==> src/rtl/pipe_ctrl.sv <==
// pipe_ctrl: stall/flush sequencer for the 5-stage core (drain, hazards, dmem watchdog).
// Define PIPE_CTRL_PERF_EN to build the saturating stall/flush performance counters.
module pipe_ctrl #(
  parameter int INIT_CYCLES = 2,
  parameter int TIMEOUT     = 64
) (
  input  logic        clk,
  input  logic        rst_n,
  input  logic        MemRead_E,
  input  logic [4:0]  rd_E,
  input  logic [4:0]  rs1_D,
  input  logic [4:0]  rs2_D,
  input  logic        PCSrc_E,
  input  logic        dmem_req_M,
  input  logic        dmem_ack,
  input  logic        err_clr,
  output logic        Stall_F,
  output logic        Stall_D,
  output logic        Stall_E,
  output logic        Stall_M,
  output logic        Flush_D,
  output logic        Flush_E,
  output logic        Flush_W,
  output logic        mem_err,
  output logic [31:0] stall_cnt,
  output logic [31:0] flush_cnt
);
  localparam int WW = $clog2(TIMEOUT);
  localparam int IW = INIT_CYCLES > 1 ? $clog2(INIT_CYCLES) : 1;
  localparam logic [1:0] S_INIT = 2'd0, S_RUN = 2'd1, S_WAIT = 2'd2, S_ERR = 2'd3;
  logic [1:0]    state_q, state_d;
  logic [IW-1:0] init_cnt_q, init_cnt_d;
  logic [WW-1:0] wait_cnt_q, wait_cnt_d;
  logic mem_stall, load_use, hold, free, redirect, lu, init;
  always_comb begin
    mem_stall = dmem_req_M & ~dmem_ack;
    load_use  = MemRead_E & (rd_E != 5'd0) & ((rd_E == rs1_D) | (rd_E == rs2_D));
    init      = state_q == S_INIT;
    hold      = (state_q == S_RUN & mem_stall) | (state_q == S_WAIT & ~dmem_ack) | state_q == S_ERR;
    // an ack while waiting releases in the same cycle and falls through to RUN priorities
    free      = (state_q == S_RUN & ~mem_stall) | (state_q == S_WAIT & dmem_ack);
    redirect  = free & PCSrc_E;
    lu        = free & ~PCSrc_E & load_use;
    Stall_F   = hold | lu | init;
    Stall_D   = hold | lu;
    Stall_E   = hold;
    Stall_M   = hold;
    Flush_W   = hold;
    Flush_D   = init | redirect;
    Flush_E   = init | redirect | lu;
    mem_err   = state_q == S_ERR;
  end
  always_comb begin
    state_d    = state_q;
    init_cnt_d = init_cnt_q;
    wait_cnt_d = wait_cnt_q;
    case (state_q)
      S_INIT: begin
        init_cnt_d = init_cnt_q == IW'(INIT_CYCLES - 1) ? '0 : init_cnt_q + 1'b1;
        state_d    = init_cnt_q == IW'(INIT_CYCLES - 1) ? S_RUN : S_INIT;
      end
      S_RUN: begin
        state_d    = mem_stall ? S_WAIT : S_RUN;
        wait_cnt_d = mem_stall ? WW'(1) : wait_cnt_q;
      end
      S_WAIT: begin
        state_d    = dmem_ack ? S_RUN : (wait_cnt_q == WW'(TIMEOUT - 1) ? S_ERR : S_WAIT);
        wait_cnt_d = dmem_ack ? wait_cnt_q : wait_cnt_q + 1'b1;
      end
      default: begin
        state_d    = err_clr ? S_INIT : S_ERR;
        init_cnt_d = '0;
      end
    endcase
  end
  always_ff @(posedge clk or negedge rst_n) begin
    if (!rst_n) begin
      state_q    <= S_INIT;
      init_cnt_q <= '0;
      wait_cnt_q <= '0;
    end else begin
      state_q    <= state_d;
      init_cnt_q <= init_cnt_d;
      wait_cnt_q <= wait_cnt_d;
    end
  end
`ifdef PIPE_CTRL_PERF_EN
  logic [31:0] stall_cnt_q, flush_cnt_q;
  logic act;
  assign act = state_q == S_RUN | state_q == S_WAIT;
  always_ff @(posedge clk or negedge rst_n) begin
    if (!rst_n) begin
      stall_cnt_q <= '0;
      flush_cnt_q <= '0;
    end else begin
      if (act & Stall_F & ~&stall_cnt_q) stall_cnt_q <= stall_cnt_q + 32'd1;
      if (act & Flush_D & ~&flush_cnt_q) flush_cnt_q <= flush_cnt_q + 32'd1;
    end
  end
  assign stall_cnt = stall_cnt_q;
  assign flush_cnt = flush_cnt_q;
`else
  assign stall_cnt = '0;
  assign flush_cnt = '0;
`endif
endmodule

==> config.mk <==
export PLATFORM = sky130hd
export DESIGN_NAME = pipe_ctrl
export DESIGN_NICKNAME = d
export VERILOG_FILES = /design/src/rtl/pipe_ctrl.sv
export SDC_FILE = /design/constraint.sdc
export NUM_CORES = 1
export LEC_CHECK = 0
export BUFFER_PORTS_ARGS = -buffer_cell sky130_fd_sc_hd__buf_2
export CAP_MARGIN = 20
export CORE_MARGIN = 1.5
export CORE_UTILIZATION = 43
export CTS_BUF_LIST = sky130_fd_sc_hd__clkbuf_16
export DETAILED_ROUTE_END_ITERATION = 12
export PLACE_DENSITY_LB_ADDON = 0.1
export SLEW_MARGIN = 10
export SYNTH_ARGS = -nofsm -noshare
export SYNTH_HDL_FRONTEND = slang
export SYNTH_SLANG_ARGS = --single-unit
==> constraint.sdc <==
create_clock -name clk -period 3.5 [get_ports clk]
set_input_delay 0.7 -clock clk [delete_from_list [all_inputs] [get_ports clk]]
set_output_delay 0.7 -clock clk [all_outputs]
set_load 0.05 [all_outputs]
Yosys cells after proc, flatten, opt, wreduce, memory -nomap -nowiden
Cells that the tools add are included.
{"block": "word_totals", "reg_bits": 9, "out_inout_bits": 72}
{"block": "classes", "add_sub_neg": 2, "n_eq_ne": 8, "mux": 11, "bitwise_logic": 21, "reduce_logical": 5}
{"op": "$mux W6", "n": 2}
{"op": "$pmux W6 S2", "n": 1}
{"op": "$and A1 B1 Y1", "n": 10}
{"op": "$eq A5 B5 Y1", "n": 2}
{"op": "$or A1 B1 Y1", "n": 8}
{"op": "$add A6 B1 Y6 const B", "n": 1}
{"op": "$eq A6 B6 Y1 const B", "n": 1}
{"op": "$mux W2", "n": 3}
{"op": "$pmux W2 S3", "n": 1}
{"op": "$reduce_bool A5 Y1", "n": 1}
{"op": "$eq A2 B2 Y1 const B", "n": 2}
{"op": "$ne A2 B2 Y1 const B", "n": 2}
{"op": "$mux W1", "n": 3}
{"op": "$not A1 Y1", "n": 3}
{"op": "$reduce_and A3 Y1", "n": 1}
{"op": "$eq A2 B1 Y1 const B", "n": 1}
{"op": "$logic_not A2 Y1", "n": 1}
{"op": "$pmux W1 S2", "n": 1}
{"op": "$reduce_bool A2 Y1", "n": 1}
{"op": "$reduce_or A2 Y1", "n": 1}
{"op": "$add A1 B1 Y1 const B", "n": 1}

Logic depth before layout (Yosys ltp)
Gate-level depths: netlist of run 1.
{"block": "depth", "depth_word": 9, "mapped_depth": 9, "mapped_depth_nobuf": 8}

Worst setup path after synthesis of run 1
Ideal clock, no wire load.
{"block": "synth_path", "path_type": "register to output", "startpoint": "reg state_q[0]", "endpoint": "out Flush_E", "arrival_ns": 1.990, "required_time_ns": 2.800, "setup_slack_ns": 0.810, "path_stages_with_launch": 8, "cell_sequence": "dfrtp_1 -> inv_1 -> ha_1 -> buf_2 -> nor2_1 -> o2bb2ai_1 -> a21o_1 -> o21bai_1"}
{"block": "synth_via", "elab_chain_cells": 6, "word_cells_on_any_way": 11}
{"item": "start: declaration", "line": "31", "text": "logic [1:0] state_q, state_d;"}
{"item": "start signal: assignment", "line": "82", "text": "state_q <= state_d;"}
{"item": "$eq A2 B1 Y1 / $eq A2 B2 Y1 (equally long branches)", "line": "41", "text": "free = (state_q == S_RUN & ~mem_stall) | (state_q == S_WAIT & dmem_ack);"}
{"item": "$and A1 B1 Y1", "line": "41"}
{"item": "$or A1 B1 Y1", "line": "41"}
{"item": "$and A1 B1 Y1", "line": "42", "text": "redirect = free & PCSrc_E;"}
{"item": "$or A1 B1 Y1 (*)"}
{"item": "via Flush_D", "line": "21", "text": "output logic Flush_D,"}
{"item": "$or A1 B1 Y1 (*)", "line": "50", "text": "Flush_E = init | redirect | lu;"}
{"item": "end: declaration", "line": "22", "text": "output logic Flush_E,"}
Mark *: on every way through the listed nets, which the timed path passes. The rest lies on a longest branch.

Final worst setup path of run 1
{"block": "layout_path", "startpoint": "reg state_q[0]", "endpoint": "out Flush_E"}
{"block": "layout_via", "elab_chain_cells": 6, "word_cells_on_any_way": 11}
{"item": "$eq A2 B1 Y1 / $eq A2 B2 Y1 (equally long branches)", "line": "41"}
{"item": "$and A1 B1 Y1", "line": "41"}
{"item": "$or A1 B1 Y1", "line": "41"}
{"item": "$and A1 B1 Y1 (on tied branches)", "line": "42, 43"}
{"item": "$or A1 B1 Y1 / $and A1 B1 Y1 (equally long branches)", "line": "50, 43"}
{"item": "$or A1 B1 Y1 (*)", "line": "50"}
Every way passes the cells marked *; elsewhere a longest branch is shown, timed or not.

==> key figures, run 1 <==
Outcome
  • Status: finished clean

Routing
  • Average vias per placed instance: 4.05
  • DRT antenna net count: 0
  • Routed WL: around 2000 µm
  • Met3 wire len: approximately 190 µm
  • Met1 WL: 797 µm
  • Via count: 843
  • DRC viols: 0
  • Iter 0 DRT Violations: 33
  • Highest Signal Layer: met4
  • DR pass1 iterations: 2
  • Met2 Routed Length: roughly 950 µm
  • WL/cell: between 9 and 10 µm

Synth
  • Most instantiated cells after synthesis: buf_4, xor2_1, dfrtp_1
  • Yosys reg bits: 9
  • Top cells by area, synth: buf_4, dfrtp_1, xor2_1, ha_1, inv_1
  • Ys flop type: dfrtp_1
  • Yosys warns: 0
  • Register area share after synthesis: 0.183
  • Count of cell types in the netlist: 31
  • Most common cell in the netlist: buf_4
  • Top-area cell type share of the netlist area: 0.402
  • EDFF count, synth: 0
  • Syn Inst Count: 148
  • Mean Syn Cell Area: 8.32 µm²
  • Asr flop ratio synth: 1.00
  • Cell accounting for the most synthesized area: buf_4
  • Cell Area, Synth: 1230 µm²

Timing
  • F_max: 359 MHz
  • Final Slew Violations: 0
  • Post-Route Setup TNS: 0 ns
  • Min Tclk post-route: 2.79 ns
  • Tcrit/Tclk final: 0.796
  • Hold Vio Cnt, Final: 0
  • Endpoints failing setup: 0
  • Clk_skew: 0.00105 ns
  • RSZ-0062 raised after global routing: no
  • Min Hold Slack: 0.311 ns

Global routing
  • Largest net degree at the start of global routing: 12
  • First-pass GRT wire length: approximately 3000 µm
  • Total GRT Usage: 0.125
  • Gr ovfl total: 0
  • Vias in the first global route: approximately 700
  • Initial antenna violation count: 0

Floorplan
  • Die area: 3190 µm²
  • Die width: 56.5 µm
  • Num ports: 94
  • FP Rows: 19
  • Initial Util: 0.450
  • Core area: around 2700 µm²
  • Die H: 56.5 µm

Final layout
  • Area occupied by registers: 225 µm²
  • Area Growth Syn to Fin: -0.102%
  • Antenna fix cells: 0
  • Area of the multi-input gates: a little over 700 µm²
  • Nets@finish: 205
  • Non-Filler Instances: 208
  • Fill count: 280
  • Fraction of layout cells with a size suffix above 1: 0.209

Clocking
  • Clock Path Buffers: 2
  • Reg clk slew, reported paths: 0.04 ns
  • CTS Sinks: 9
  • Resized Gates After CTS: 0
  • CTS root buffer: clkbuf_16
  • # hold bufs at CTS: 0
  • Clk_lat worst skew: 0.24 ns
  • Setup bufs post-CTS: 0
  • CTS Buf Count: 3
  • H-tree depth: 1
  • TritonCTS clock tree: built

Critical path
  • Reg2reg start: state_q[0]
  • WS Path Type: register to output port
  • CP Max Fanout: 11
  • Reg2reg setup slack: 1.84 ns
  • Critical Path RT: 2.80 ns
  • Critical path capture point type: output port
  • Worst R2R End: wait_cnt_q[5]
  • Critical path arrival: approximately 2.1 ns
  • Worst reg2reg path depth: 6
  • Setup crit start kind: register

Job
  • Max-cap violations: 0

Place
  • PortBufs: 29
  • DP Wirelength: approximately 1600 µm
  • Dpl cells: 204
  • Placer Congestion: 0.822

Hold path
  • Worst hold path type: input port to async pin

Pwr
  • PwrDens: roughly 800 nW/µm²
  • Total power: 984 µW
  • Lkg Pwr: 0.723 nW
  • Worst vdd ir: between 600 and 700 µV
## power breakdown
part           total, mW  internal (mW)  switching [mW]
registers          0.162          0.133          0.0281
logic              0.623          0.144           0.479
clock network      0.200          0.149          0.0506
total              0.984          0.427           0.557
## cells by family after synthesis
group,Yosys count,share of synthesized area
compound gates,23,0.143
other cells,1,0.00305
buf+inv,74,0.428
xor+xnor,10,0.0711
simple gates,23,0.0925
mux,3,0.0285
flops,9,0.183
fa+ha+maj,5,0.0508
## cell usage in the layout (no fill, tap or decap)
master and instances:
and2_1 1, a32o_1 1, nand2_2 1, xor2_1 10
a21o_1 3, a22o_1 3, ha_1 5, mux2i_1 2
nor4_1 2, a22oi_1 2, o41ai_2 1, nor3_1 2
buf_2 29, mux2_4 1, a21oi_1 5, nand2_1 4
o21bai_1 1, dfrtp_1 9, or4_4 1, o21ai_1 2
nand3_1 4, nor2_1 7, o2bb2ai_1 1, inv_1 8
and3_1 1, o21ai_0 1, clkbuf_16 3, conb_1 64
a2bb2oi_1 1, a31oi_1 1, o2111ai_2 1
## routing by layer
layer | track usage | up-vias
li1 | - | 421
met1 | 0.154 | 368
met2 | 0.191 | 49
met3 | 0.0392 | 5
met4 | 0.0714 | 0
met5 | 0 | -
## layout make-up
| cell class | instances | area share |
|---|---|---|
| Sequential cell | 9 | 0.183 |
| Tap cell | 31 | 0.0315 |
| Timing Repair Buffer | 29 | 0.118 |
| Multi-Input combinational cell | 128 | 0.582 |
| Clock inverter | 1 | 0.00305 |
| Clock buffer | 3 | 0.0610 |
| Inverter | 7 | 0.0214 |
## metrics by stage
step / setup WS (ns) / area, µm² / utilization
floorplan: 0.810 / 1470 / -
global placement: 0.937 / 1150 / 0.421
detailed placement: 0.920 / 1150 / 0.421
CTS: 0.681 / 1230 / 0.450
global route: 0.519 / 1230 / 0.450
finish: 0.714 / 1230 / 0.450
## worst max-delay path, cell delays in order (launching register included)
cell       delay [ns]
dfrtp_1          0.39
inv_1            0.09
ha_1             0.38
nor2_1           0.09
o2bb2ai_1        0.28
o2111ai_2        0.18
o21bai_1         0.16
buf_2            0.28
## worst max path at each step
stage | from | endpoint | depth (start not counted)
floorplan | state_q[0] | Flush_E | 7
global placement | rd_E[1] | Flush_E | 5
detailed placement | rd_E[1] | Flush_E | 5
CTS | state_q[0] | Flush_E | 7
global route | state_q[0] | Flush_E | 7
finish | state_q[0] | Flush_E | 7
## state kept, by name, indices dropped and copies added (netlist names)
name        flops
state_q         2
wait_cnt_q      6
init_cnt_q      1
(Power assumes the default switching activity.)
==> run 2: changes to the inputs <==
--- a/config.mk
+++ b/config.mk
@@ -5,10 +5,11 @@
 export SDC_FILE = /design/constraint.sdc
 export NUM_CORES = 1
 export LEC_CHECK = 0
+export ABC_AREA = 1
 export BUFFER_PORTS_ARGS = -buffer_cell sky130_fd_sc_hd__buf_2
 export CAP_MARGIN = 20
 export CORE_MARGIN = 1.5
-export CORE_UTILIZATION = 43
+export CORE_UTILIZATION = 41
 export CTS_BUF_LIST = sky130_fd_sc_hd__clkbuf_16
 export DETAILED_ROUTE_END_ITERATION = 12
 export PLACE_DENSITY_LB_ADDON = 0.1
==> constraint.sdc (replaced) <==
create_clock -name clk -period 2.8 [get_ports clk]
set_input_delay 0.56 -clock clk [delete_from_list [all_inputs] [get_ports clk]]
set_output_delay 0.56 -clock clk [all_outputs]
set_load 0.05 [all_outputs]
==> run 2 against run 1 <==
Total power grew 23%. Register-to-register slack got worse by 0.44 ns. Critical path depth grew 2. Critical path type unchanged.
==> key figures, run 2 <==
Global routing
  • Initial antenna violation count: 0 (unchanged)
  • Largest net degree at the start of global routing: 10 (was 12)
  • First-pass GRT wire length: 3260 µm (was 3050 µm)
  • Gr ovfl total: 0 (unchanged)
  • Vias in the first global route: 788 (was 706)
  • Total GRT Usage: 0.120 (was 0.125)

Synth
  • EDFF count, synth: 0 (unchanged)
  • Count of cell types in the netlist: 24 (was 31)
  • Ys flop type: dfrtp_1 (unchanged)
  • Cell Area, Synth: 1320 µm² (was 1230 µm²)
  • Yosys warns: 0 (unchanged)
  • Top-area cell type share of the netlist area: 0.375 (was 0.402)
  • Top cells by area, synth: buf_4, dfrtp_1, nand2_1, inv_1, ha_1 (was buf_4, dfrtp_1, xor2_1, ha_1, inv_1)
  • Register area share after synthesis: 0.171 (was 0.183)
  • Yosys reg bits: 9 (unchanged)
  • Cell accounting for the most synthesized area: buf_4 (unchanged)
  • Mean Syn Cell Area: 6.80 µm² (was 8.32 µm²)
  • Most common cell in the netlist: buf_4 (unchanged)
  • Syn Inst Count: 194 (was 148)
  • Most instantiated cells after synthesis: buf_4, nand2_1, inv_1 (was buf_4, xor2_1, dfrtp_1)
  • Asr flop ratio synth: 1.00 (unchanged)

Routing
  • DR pass1 iterations: 4 (was 2)
  • Iter 0 DRT Violations: 25 (was 33)
  • WL/cell: 7.88 µm (was 9.53 µm)
  • Routed WL: 2110 µm (was 1980 µm)
  • DRT antenna net count: 0 (unchanged)
  • Average vias per placed instance: 3.71 (was 4.05)
  • Via count: 995 (was 843)
  • DRC viols: 0 (unchanged)

Hold path
  • Worst hold path type: input port to async pin (unchanged)

Final layout
  • Non-Filler Instances: 268 (was 208)
  • Commonest non-fill, non-tap cells in the layout: conb_1, nand2_1, buf_2 (was conb_1, buf_2, xor2_1)
  • Nets@finish: 252 (was 205)
  • Max FFs per register: 6 (unchanged)
  • Biggest regs: wait_cnt_q (6), state_q (2), init_cnt_q (1) (unchanged)
  • Final Util: 0.439 (was 0.450)
  • Commonest non-fill, non-tap cell in the layout: conb_1 (unchanged)
  • Area of the multi-input gates: 727 µm² (was 716 µm²)
  • Antenna fix cells: 0 (unchanged)
  • Fill count: 345 (was 280)
  • Biggest register: wait_cnt_q (unchanged)
  • Fraction of layout cells with a size suffix above 1: 0.210 (was 0.209)
  • Area Growth Syn to Fin: 1.52% (was -0.102%)
  • Area occupied by registers: 225 µm² (unchanged)
  • Design Area, Final: 1340 µm² (was 1230 µm²)

Floorplan
  • Die H: 59.7 µm (was 56.5 µm)
  • Initial Util: 0.432 (was 0.450)
  • FP Rows: 20 (was 19)
  • Die area: 3570 µm² (was 3190 µm²)
  • Die width: 59.7 µm (was 56.5 µm)
  • Core area: 3050 µm² (was 2730 µm²)
  • Num ports: 94 (unchanged)

Critical path
  • Critical Path RT: 2.24 ns (was 2.80 ns)
  • CP Max Fanout: 5 (was 11)
  • Setup crit start kind: register (unchanged)
  • Reg2reg setup slack: 1.40 ns (was 1.84 ns)
  • WS Path Type: register to output port (unchanged)
  • Critical path capture point type: output port (unchanged)
  • Critical path arrival: 1.77 ns (was 2.09 ns)

Timing
  • Clk_skew: 0.00188 ns (was 0.00105 ns)
  • Min Hold Slack: 0.171 ns (was 0.311 ns)
  • Post-Route Setup TNS: 0 ns (unchanged)
  • RSZ-0062 raised after global routing: no (unchanged)
  • Tcrit/Tclk final: 0.831
  • Endpoints failing setup: 0 (unchanged)
  • Worst setup margin: 0.473 ns (was 0.714 ns)
  • Hold Vio Cnt, Final: 0 (unchanged)
  • Final Slew Violations: 0 (unchanged)
  • F_max: 430 MHz
  • Min Tclk post-route: around 2.3 ns

Clocking
  • TritonCTS clock tree: built (unchanged)
  • # hold bufs at CTS: 0 (unchanged)
  • Resized Gates After CTS: 0 (unchanged)
  • Setup bufs post-CTS: 0 (unchanged)
  • H-tree depth: 1 (unchanged)
  • Clock Path Buffers: 2 (unchanged)
  • CTS Buf Count: 3 (unchanged)
  • Clk_lat worst skew: 0.23 ns (was 0.24 ns)
  • CTS root buffer: clkbuf_16 (unchanged)
  • Reg clk slew, reported paths: 0.04 ns (about the same)
  • CTS Sinks: 9 (unchanged)

Place
  • Placer Congestion: 0.729 (was 0.822)
  • PortBufs: 29 (unchanged)
  • Placed inst area: 1260 µm² (was 1150 µm²)
  • Dpl cells: 264 (was 204)
  • DP Wirelength: 1830 µm (was 1620 µm)
  • Dpl ws: 0.706 ns (was 0.920 ns)

Pwr
  • PwrDens: 905 nW/µm² (was 800 nW/µm²)
  • Worst vdd ir: 504 µV (was 616 µV)
  • Total power: 1.21 mW (was 984 µW)
  • Lkg Pwr: 0.859 nW (was 0.723 nW)

Job
  • Max-cap violations: 0 (unchanged)

Outcome
  • Status: finished clean (unchanged)
==> run 2: worst paths after layout <==
kind,start,end,cells after the start
max in group asynchronous,rst_n,state_q[0],1
min,rst_n,wait_cnt_q[0],1
max,state_q[0],Stall_F,9
min in group clk,init_cnt_q,init_cnt_q,1
min reg2reg,init_cnt_q,init_cnt_q,1
max reg2reg,state_q[0],wait_cnt_q[5],9
==> run 2: final cells by class <==
type                       count  share of cell area
tap                           44              0.0411
sequential                     9               0.168
inverter                      29              0.0812
clock buffer                   3              0.0560
clock inverter                 1             0.00280
timing repair buffer          29               0.108
multi-input combinational    153               0.542
==> run 2: report_power, final <==
group / switching [mW] / total, mW / internal, mW
Clock: 0.0623 / 0.249 / 0.187
Combinational: 0.615 / 0.768 / 0.154
Sequential: 0.0294 / 0.195 / 0.166
==> run 2: per-layer routing <==
layer	part of all wire	routed length [µm]	global-route usage	vias to the layer above
met1	0.45	958	0.156	416
li1	-	-	-	521
met5	0	0	0	-
met4	0	0	0.0286	0
met2	0.46	974	0.197	58
met3	0.084	178	0.0325	0
==> run 2: kinds of logic (layout without fill, tap and decap cells) <==
| family | Yosys count | after routing | synth area share |
|---|---|---|---|
| AO/OA/AOI/OAI | 11 | 11 | 0.0521 |
| adder cells (fa/ha/maj) | 5 | 5 | 0.0474 |
| buffers and inverters | 95 | 62 | 0.458 |
| flip-flops | 9 | 9 | 0.171 |
| XOR/XNOR | 2 | 2 | 0.0133 |
| AND/OR/NAND/NOR | 71 | 71 | 0.256 |
| other | 1 | 64 | 0.00284 |
==> run 2: critical path, stage by stage (launching register included) <==
cell and delay (ns):
dfrtp_1 0.39, inv_1 0.09, ha_1 0.25, inv_2 0.08, nand2_2 0.10, nand4_1 0.10
nor2_1 0.11, nand2_1 0.10, nand3_1 0.07, buf_2 0.26
==> run 3: changes to the inputs <==
==> constraint.sdc (replaced) <==
create_clock -name clk -period 2.2 [get_ports clk]
set_input_delay 0.44 -clock clk [delete_from_list [all_inputs] [get_ports clk]]
set_output_delay 0.44 -clock clk [all_outputs]
set_load 0.05 [all_outputs]
==> run 3 against run 2 <==
Clock skew is essentially flat. Utilization grew 1.6 points. Sequential share of layout area shrank 0.59 points. Non-clock buffer count grew 1. Global-route usage grew 0.58 points. Worst hold slack lost 0.12 ns. Combinational power grew 39%. Sequential cell count is the same. Final cell count grew 0.37%. Cell area grew 3.6%. Critical path type unchanged.
==> key figures, run 3 (synthesized netlist as in run 2, its figures left out) <==
Floorplan
  • Die area: 3570 µm² (unchanged)
  • Initial Util: 0.432 (unchanged)
  • Die width: 59.7 µm (unchanged)
  • Core area: 3050 µm² (unchanged)
  • Num ports: 94 (unchanged)
  • FP Rows: 20 (unchanged)
  • Die H: 59.7 µm (unchanged)

Global routing
  • First-pass GRT wire length: 3330 µm (was 3260 µm)
  • Initial antenna violation count: 0 (unchanged)
  • Total GRT Usage: 0.126 (was 0.120)
  • Vias in the first global route: 793 (was 788)
  • Largest net degree at the start of global routing: 10 (unchanged)
  • Gr ovfl total: 0 (unchanged)

Critical path
  • CP cell instances: inv_1 > ha_2 > inv_2 > nand2_2 > nand4_1 > nor2_1 > nand2_1 > nand3_1 > buf_6 (was inv_1 > ha_1 > inv_2 > nand2_2 > nand4_1 > nor2_1 > nand2_1 > nand3_1 > buf_2)
  • CP max stage cell: dfrtp_1 (unchanged)
  • Critical path arrival: 1.63 ns (was 1.77 ns)
  • CP max stage delay: 0.39 ns (about the same)
  • Critical path capture point type: output port (unchanged)
  • Critical Path RT: 1.76 ns (was 2.24 ns)
  • Setup crit start kind: register (unchanged)
  • WS Path Type: register to output port (unchanged)
  • CP Max Fanout: 3 (was 5)

Timing
  • Tcrit/Tclk final: 0.939
  • Hold Vio Cnt, Final: 0 (unchanged)
  • Endpoints failing setup: 0 (unchanged)
  • F_max: 484 MHz
  • Final Slew Violations: 0 (unchanged)
  • Min Tclk post-route: approximately 2.1 ns
  • Clk_skew: 0.00143 ns (was 0.00188 ns)
  • Min Hold Slack: 0.0534 ns (was 0.171 ns)

Place
  • PortBufs: 29 (unchanged)
  • DP Wirelength: 1880 µm (was 1830 µm)
  • Dpl cells: 265 (was 264)
  • Placed inst area: 1280 µm² (was 1260 µm²)
  • Placer Congestion: 0.758 (was 0.729)

Final layout
  • Biggest register: wait_cnt_q (unchanged)
  • Area occupied by registers: 225 µm² (unchanged)
  • Commonest non-fill, non-tap cells in the layout: conb_1, nand2_1, inv_1, buf_2, nor2_1 (was conb_1, nand2_1, buf_2)
  • Non-Filler Instances: 269 (was 268)
  • Max FFs per register: 6 (unchanged)
  • Area of the multi-input gates: 753 µm² (was 727 µm²)
  • Biggest regs: wait_cnt_q (6), state_q (2), init_cnt_q (1) (unchanged)
  • Fraction of layout cells with a size suffix above 1: 0.231 (was 0.210)
  • Commonest non-fill, non-tap cell in the layout: conb_1 (unchanged)
  • Antenna fix cells: 0 (unchanged)
  • Fill count: 344 (was 345)
  • Nets@finish: 253 (was 252)
  • Area Growth Syn to Fin: 5.21% (was 1.52%)
  • Design Area, Final: 1390 µm² (was 1340 µm²)

Clocking
  • H-tree depth: 1 (unchanged)
  • # hold bufs at CTS: 0 (unchanged)
  • Reg clk slew, reported paths: 0.04 ns (about the same)
  • CTS Sinks: 9 (unchanged)
  • CTS root buffer: clkbuf_16 (unchanged)
  • CTS Buf Count: 3 (unchanged)
  • Clk_lat worst skew: 0.23 ns (about the same)
  • Clock Path Buffers: 2 (unchanged)
  • Setup bufs post-CTS: 0 (unchanged)
  • TritonCTS clock tree: built (unchanged)

Routing
  • Via count: 1018 (was 995)
  • Iter 0 DRT Violations: 19 (was 25)
  • DRT antenna net count: 0 (unchanged)
  • DRC viols: 0 (unchanged)
  • Average vias per placed instance: 3.78 (was 3.71)
  • DR pass1 iterations: 4 (unchanged)
  • Routed WL: 2210 µm (was 2110 µm)
  • WL/cell: 8.21 µm (was 7.88 µm)

Outcome
  • Status: finished clean (unchanged)

Pwr
  • Worst vdd ir: 493 µV (was 504 µV)
  • Lkg Pwr: 0.872 nW (was 0.859 nW)
  • PwrDens: 1170 nW/µm² (was 905 nW/µm²)

Job
  • Max-cap violations: 0 (unchanged)

Hold path
  • Worst hold path type: input port to async pin (unchanged)
[run 3: through the flow]
step	utilization	setup WS, ns	total power [mW]	TNS, ns
after floorplan	-	0.0568	1.20	0
after global placement	0.418	0.283	1.27	0
after detailed placement	0.418	0.238	1.26	0
after CTS	0.445	0.0179	1.59	0
after global routing	0.455	-0.00101	1.74	-0.00101
final	0.455	0.135	1.63	0
[run 3: path summary, 6_finish.rpt]
path	start	to	slack (ns)	cells past startpoint
min reg2reg	init_cnt_q	init_cnt_q	0.48	1
min	rst_n	wait_cnt_q[4]	0.05	1
max in group asynchronous	rst_n	state_q[0]	1.97	1
min in group clk	err_clr	state_q[0]	0.47	4
max reg2reg	state_q[1]	wait_cnt_q[5]	0.79	10
max	state_q[1]	Stall_F	0.13	9
[run 3: layout make-up]
| class | instances | area share |
|---|---|---|
| Multi-Input combinational cell | 153 | 0.542 |
| Sequential cell | 9 | 0.162 |
| Timing Repair Buffer | 30 | 0.121 |
| Inverter | 29 | 0.0784 |
| Clock buffer | 3 | 0.0541 |
| Tap cell | 44 | 0.0396 |
| Clock inverter | 1 | 0.00270 |
[run 3: critical path, delay by kind of cell, from the launching register on]
kind	cells	cell delay [ns]
buffers and inverters	3	0.32
AND/OR/NAND/NOR	5	0.50
flip-flops	1	0.39
adder cells (fa/ha/maj)	1	0.18
[run 3: metal layers]
metal	vias up	wire length, µm	GRT usage
met3	4	208	0.0325
met4	0	41	0.0571
li1	524	-	-
met1	427	926	0.152
met5	-	0	0
met2	63	1030	0.208
[run 3: power by group]
part	internal (mW)	switching, mW	total [mW]
combinational	0.250	0.821	1.07
sequential	0.211	0.0364	0.248
clock	0.237	0.0735	0.310
[run 3: timing repair]
| item | 4_1_cts | 5_1_grt |
|---|---|---|
| gates resized for setup | 1 | 11 |
| endpoints found under the hold margin | 0 | 0 |
| pin swaps | 0 | 1 |
| setup endpoints to repair | 1 | 7 |
